--- src/rtl/dma_pkg.sv ---
// Shared DMA types and constants.
// FSM states, error codes, 4 KB page size and AXI encodings.
package dma_pkg;

  typedef enum logic [3:0] {
    S_IDLE,
    S_CHECK,
    S_CALC,
    S_RD_REQ,
    S_RD_WAIT,
    S_WR_REQ,
    S_WR_WAIT,
    S_FINISH,
    S_ERR
  } sched_state_t;

  typedef enum logic [1:0] {
    ERR_NONE     = 2'd0,
    ERR_MISALIGN = 2'd1,
    ERR_RRESP    = 2'd2,
    ERR_BRESP    = 2'd3
  } err_code_t;

  localparam int AXI_4KB = 4096;

  localparam logic [1:0] RESP_OKAY   = 2'b00;
  localparam logic [1:0] BURST_FIXED = 2'b00;
  localparam logic [1:0] BURST_INCR  = 2'b01;

endpackage

--- src/rtl/dma_burst_calc.sv ---
// Burst beat count: min(remaining, max, src/dst 4 KB room).
// In: remaining, src/dst low 12 bits, size, inc modes. Out: beats.
module dma_burst_calc
  import dma_pkg::*;
#(
  parameter int MAX_BURST_BEATS = 16,
  parameter int CNT_W           = 16
) (
  input  logic [CNT_W-1:0] remaining,
  input  logic [11:0]      src_lo,
  input  logic [11:0]      dst_lo,
  input  logic [1:0]       size,
  input  logic             src_inc,
  input  logic             dst_inc,
  output logic [12:0]      beats
);

  logic [12:0] lim_src;
  logic [12:0] lim_dst;

  always_comb begin
    lim_src = (13'(AXI_4KB) - {1'b0, src_lo}) >> size;
    lim_dst = (13'(AXI_4KB) - {1'b0, dst_lo}) >> size;
    beats   = 13'(MAX_BURST_BEATS);
    if (32'(remaining) < 32'(beats))
      beats = 13'(remaining);
    if (src_inc && lim_src < beats)
      beats = lim_src;
    if (dst_inc && lim_dst < beats)
      beats = lim_dst;
  end

endmodule

--- src/rtl/dma_burst_scheduler.sv ---
// Single-channel DMA burst sequencer: splits a descriptor into
// read/write burst pairs; reports busy/done/err to the register block.
module dma_burst_scheduler
  import dma_pkg::*;
#(
  parameter int MAX_BURST_BEATS = 16,
  parameter int CNT_W           = 16
) (
  input  logic             aclk,
  input  logic             aresetn,
  input  logic             start,
  input  logic             abort,
  input  logic [31:0]      cfg_src_addr,
  input  logic [31:0]      cfg_dst_addr,
  input  logic [CNT_W-1:0] cfg_num_beats,
  input  logic [1:0]       cfg_burst_size,
  input  logic             cfg_src_inc,
  input  logic             cfg_dst_inc,
  output logic             busy,
  output logic             done,
  output logic             err,
  output logic [1:0]       err_code,
  output logic [CNT_W-1:0] beats_done,
  output logic             start_read_burst,
  output logic             start_write_burst,
  output logic [31:0]      read_addr,
  output logic [31:0]      write_addr,
  output logic [7:0]       burst_len,
  output logic [1:0]       burst_size,
  output logic             src_inc,
  output logic             dst_inc,
  input  logic             read_burst_done,
  input  logic             write_burst_done,
  input  logic [1:0]       write_resp,
  input  logic             axi_error
);

  sched_state_t     state;
  logic [31:0]      src_q;
  logic [31:0]      dst_q;
  logic [CNT_W-1:0] rem_q;
  logic [CNT_W-1:0] bdone_q;
  logic [1:0]       size_q;
  logic             sinc_q;
  logic             dinc_q;
  logic [12:0]      beats_q;
  logic [7:0]       len_q;
  logic             err_q;
  err_code_t        code_q;
  logic             abort_q;

  logic [12:0]      calc_beats;
  logic [12:0]      len13;
  logic [1:0]       amask;
  logic             misalign;

  dma_burst_calc #(
    .MAX_BURST_BEATS(MAX_BURST_BEATS),
    .CNT_W          (CNT_W)
  ) u_calc (
    .remaining(rem_q),
    .src_lo   (src_q[11:0]),
    .dst_lo   (dst_q[11:0]),
    .size     (size_q),
    .src_inc  (sinc_q),
    .dst_inc  (dinc_q),
    .beats    (calc_beats)
  );

  assign len13 = calc_beats - 13'd1;

  always_comb begin
    unique case (size_q)
      2'd0:    amask = 2'b00;
      2'd1:    amask = 2'b01;
      default: amask = 2'b11;
    endcase
    misalign = (size_q == 2'd3) ||
               (|((src_q[1:0] | dst_q[1:0]) & amask));
  end

  always_ff @(posedge aclk or negedge aresetn) begin
    if (!aresetn) begin
      state   <= S_IDLE;
      src_q   <= '0;
      dst_q   <= '0;
      rem_q   <= '0;
      bdone_q <= '0;
      size_q  <= '0;
      sinc_q  <= 1'b0;
      dinc_q  <= 1'b0;
      beats_q <= '0;
      len_q   <= '0;
      err_q   <= 1'b0;
      code_q  <= ERR_NONE;
      abort_q <= 1'b0;
    end else begin
      unique case (state)
        S_IDLE: if (start) begin
          src_q   <= cfg_src_addr;
          dst_q   <= cfg_dst_addr;
          rem_q   <= cfg_num_beats;
          size_q  <= cfg_burst_size;
          sinc_q  <= cfg_src_inc;
          dinc_q  <= cfg_dst_inc;
          bdone_q <= '0;
          err_q   <= 1'b0;
          code_q  <= ERR_NONE;
          abort_q <= 1'b0;
          state   <= S_CHECK;
        end
        S_CHECK: begin
          if (misalign) begin
            code_q <= ERR_MISALIGN;
            state  <= S_ERR;
          end else if (rem_q == '0) begin
            state <= S_FINISH;
          end else begin
            state <= S_CALC;
          end
        end
        S_CALC: begin
          beats_q <= calc_beats;
          len_q   <= len13[7:0];
          if (abort) begin
            abort_q <= 1'b1;
            state   <= S_FINISH;
          end else begin
            state <= S_RD_REQ;
          end
        end
        S_RD_REQ: state <= S_RD_WAIT;
        S_RD_WAIT: if (read_burst_done) begin
          if (axi_error) begin
            code_q <= ERR_RRESP;
            state  <= S_ERR;
          end else begin
            state <= S_WR_REQ;
          end
        end
        S_WR_REQ: state <= S_WR_WAIT;
        S_WR_WAIT: if (write_burst_done) begin
          if (write_resp != RESP_OKAY) begin
            code_q <= ERR_BRESP;
            state  <= S_ERR;
          end else begin
            bdone_q <= bdone_q + CNT_W'(beats_q);
            rem_q   <= rem_q - CNT_W'(beats_q);
            if (sinc_q)
              src_q <= src_q + (32'(beats_q) << size_q);
            if (dinc_q)
              dst_q <= dst_q + (32'(beats_q) << size_q);
            state <= S_CHECK;
          end
        end
        S_FINISH: state <= S_IDLE;
        S_ERR: begin
          err_q <= 1'b1;
          state <= S_IDLE;
        end
        default: state <= S_IDLE;
      endcase
    end
  end

  assign busy              = (state != S_IDLE);
  assign done              = (state == S_FINISH) && !abort_q;
  assign err               = err_q;
  assign err_code          = code_q;
  assign beats_done        = bdone_q;
  assign start_read_burst  = (state == S_RD_REQ);
  assign start_write_burst = (state == S_WR_REQ);
  assign read_addr         = src_q;
  assign write_addr        = dst_q;
  assign burst_len         = len_q;
  assign burst_size        = size_q;
  assign src_inc           = sinc_q;
  assign dst_inc           = dinc_q;

endmodule

--- config.mk ---
export PLATFORM = sky130hd
export DESIGN_NAME = dma_burst_scheduler
export DESIGN_NICKNAME = d
export VERILOG_FILES = /design/src/rtl/dma_pkg.sv /design/src/rtl/dma_burst_calc.sv /design/src/rtl/dma_burst_scheduler.sv
export SDC_FILE = /design/constraint.sdc
export NUM_CORES = 1
export LEC_CHECK = 0
export CAP_MARGIN = 5
export CORE_ASPECT_RATIO = 1.2
export CORE_MARGIN = 4
export CORE_UTILIZATION = 56
export CTS_BUF_LIST = sky130_fd_sc_hd__clkbuf_4 sky130_fd_sc_hd__clkbuf_8
export DETAILED_ROUTE_END_ITERATION = 16
export PLACE_DENSITY = 0.85
export SYNTH_ARGS = -nofsm -noshare
export SYNTH_HDL_FRONTEND = slang
export SYNTH_SLANG_ARGS = --single-unit
--- constraint.sdc ---
create_clock -name aclk -period 8.8 [get_ports aclk]
set_clock_uncertainty 0.1 [all_clocks]
set_input_delay 1.76 -clock aclk [delete_from_list [all_inputs] [get_ports aclk]]
set_output_delay 1.76 -clock aclk [all_outputs]
set_load 0.005 [all_outputs]
==> summary.md <==
| Metric | Value |
|---|---|
| Mapped Area | `11240 um2` |
| Final core occ | `0.6978` |
| Critical path launch point type | `flop` |
| Crit-path slowest cell | `and4b_1` |
| Number of max-cap violations | `0` |
| Mean post-synth cell area | `7.885 um2` |
| Clock-pin slew on the worst setup and hold paths | `0.09 ns` |
| Final hold violation count | `0` |
| Fin crit period | `7.669 ns` |
| Max clock buf depth | `2` |
| Number of global-route vias before repair | `11290` |
| Post-DR wirelength/cell | `19.49 um` |
| #FFs+latches synth | `129` |
| Netlist cell types | `85` |
| Worst min path class | `reg -> reg` |
| Worst slew margin | `0.2714` |
| Layout cells sized above 1 | `0.06038` |
| Final HPWL DP | `26550 um` |
| Grt ovf | `0` |
| Worst slew pin tran | `1.090 ns` |
| CTS Sinks | `129` |
| Worst path buffer plus inverter count | `1` |
| Vias | `11810` |
| Family with the most delay on the worst path | `compound AO/OA/AOI/OAI gates` |
| Largest cells by area after synthesis | `dfrtp_1 (29%), ha_1 (9.4%), o21ai_0 (5.8%), a21oi_1 (5.7%), nand2_1 (5.5%)` |
| Register area share after synthesis | `0.2873` |
| Core Region | `19620 um2` |
| R2r setup slk | `1.13 ns` |
| 1st-iter DRT viols | `1060` |
| CTS Root Cell | `clkbuf_8` |
| PortBufs | `191` |
| Cells after Synth | `1425` |
| Final setup fails | `0` |
| Slew Viols, Final | `0` |
| Total GRT Usage | `0.3242` |
| Share of the synthesized area in the top cell type | `0.2873` |
| First-pass GRT wire length | `58130 um` |
| Routed wl met3 | `2817 um` |
| Comb pwr share | `0.682` |
| RSZ-0062 raised after global routing | `false` |
| Final hold slack | `0.3880 ns` |
| Chip height | `163.2 um` |
| Initial antenna violation count | `2` |
| Setup TNS | `0 ns` |
| DIE AREA | `22400 um2` |
| Async set-or-reset flop fraction in the synthesized netlist | `1.000` |
| Total power | `5679 uW` |
| Ports | `192` |
| Status | `finished, final reports clean` |
| Fmax | `130.4 MHz` |
| Layout area overhead | `21.84%` |
| Internal | `2811 uW` |
| Dpl cells | `1819` |
| Clk_lat worst skew | `0.46 ns` |
| Drt first pass iters | `6` |
| Routed Antenna Nets | `0` |
| Die width | `137.3 um` |
| CP Data Required Time | `9.02 ns` |
| Switching pwr | `2868 uW` |
| Cell taking the most area after synthesis | `dfrtp_1` |
| LEAKAGE | `0.005708 uW` |
| Final worst-path cycle share | `0.8715` |
| Fin nets | `1758` |
| CTS Buf Count | `17` |
| Warnings, synthesis | `0` |
| WP data arrival | `7.89 ns` |
| Critical-path maximum fanout | `21` |
| Starting Density | `0.5727` |
| Cts repair resizes | `0` |
| Most common cell after layout, fill and taps aside | `clkdlybuf4s50_1` |
| Number of synthesized flops with an enable pin | `0` |
| Crit Path Class | `reg -> reg` |
| CP Capture Type | `flop` |
| Largest net degree at the start of global routing | `80` |
| Clock Power Share | `0.092` |
| Highest Signal Layer | `met5` |
| CTS tree | `yes` |
| Non-Filler Instances | `1852` |
| Placement row count | `56` |
| Remaining DRCs | `0` |
| Final WL | `36100 um` |
| Post-DR vias/cell | `6.375` |
| Sequential share of power | `0.226` |
| Placer Congestion | `0.9348` |
| Worst IR Drop VDD | `0.0002134 V` |
| Most frequent cells in the layout | `clkdlybuf4s50_1 (190), nand2_1 (164), nor2_1 (137)` |
| CTS Hold Bufs | `0` |
| CP max stage delay | `0.69 ns` |
| Switch share | `0.5051` |
| CTS H-Tree Depth | `4` |
| Pwr per Cell Area | `414.9 nW/um2` |
| Ys flop type | `dfrtp_1` |
| Post-CTS setup buffers | `0` |
| Met1 Wirelength | `14070 um` |
| Detail Route met2 WL | `17230 um` |
## cells in the mapped netlist, types with 7 or more instances
cell type,count
nand2_1,164
nor2_1,138
o21ai_0,130
dfrtp_1,129
a21oi_1,127
ha_1,84
clkbuf_1,60
inv_1,58
nand3_1,39
nor3_1,34
xnor2_1,27
mux2i_1,25
xor2_1,23
a31oi_1,22
and3_1,22
nand2b_1,18
o211ai_1,17
a211oi_1,16
a21o_1,16
nand4_1,15
o21a_1,14
or3_1,14
nor2b_1,12
nor4_1,12
buf_1,11
mux2_2,11
or2_2,10
o22a_1,9
and2_1,8
o22ai_1,8
o31ai_1,8
mux4_2,7
nor3b_1,7
## registers in the layout, indices dropped and copies added, names as in the netlist
| register | cells |
|---|---|
| beats_done | 16 |
| err_code | 2 |
| read_addr | 32 |
| state | 4 |
| burst_len | 8 |
| rem_q | 16 |
| beats_q | 13 |
| dst_inc | 1 |
| abort_q | 1 |
| write_addr | 32 |
| burst_size | 2 |
| src_inc | 1 |
| err | 1 |
## kinds of logic (layout without fill, tap and decap cells)
group,Yosys count,after routing,share of synthesized area
AO/OA/AOI/OAI,459,459,0.2575
XOR/XNOR,50,50,0.03898
adder cells (fa/ha/maj),88,88,0.1007
buffers and inverters,137,295,0.04811
flip-flops,129,129,0.2873
multiplexers,43,43,0.04733
other,1,9,0.0003338
AND/OR/NAND/NOR,518,518,0.2198
## power groups by stage
stage          clock network (uW)  registers (uW)  logic, uW
4_1_cts                       524            1270       3830
6_report                      521            1290       3870
2_1_floorplan                   0            1100       2740
3_5_place_dp                    0            1270       3790
5_1_grt                       545            1320       4280
3_3_place_gp                    0            1260       3690
## final timing paths
check	depth (start not counted)	startpoint	end
setup / recovery	27	read_addr[1]	burst_len[6]
hold / removal	2	burst_len[5]	burst_len[5]
setup reg to reg	27	read_addr[1]	burst_len[6]
hold reg to reg	2	burst_len[5]	burst_len[5]
max in group asynchronous	2	aresetn	burst_len[1]
min in group asynchronous	1	aresetn	write_addr[21]
## metrics by stage
stage / setup slack [ns] / area, um2
2_1_floorplan: 2.175 / 11260
5_1_grt: 0.5144 / 13690
4_1_cts: 1.225 / 13690
3_5_place_dp: 1.251 / 13300
3_3_place_gp: 1.410 / 13300
6_report: 1.131 / 13690
## layer usage
| metal | track usage | vias up |
|---|---|---|
| met3 | 0.05730 | 142 |
| li1 | - | 5519 |
| met2 | 0.5330 | 600 |
| met1 | 0.4043 | 5543 |
| met4 | 0.1715 | 2 |
| met5 | 0 | - |
## final cells by class
class                           instances  area, um2
Antenna cell                            1      2.502
Sequential cell                       129       3229
Clock buffer                           19      261.5
Fill cell                            1572       5929
Tap cell                              261      326.6
Clock inverter                         13      126.4
Multi-Input combinational cell       1166       7511
Inverter                               59      221.5
Timing Repair Buffer                  204       2011
## worst min-delay path, stage by stage (launching register included)
cell	delay, ns
dfrtp_1	0.35
nand2_1	0.05
o21ai_1	0.06
(Power assumes the default switching activity.)
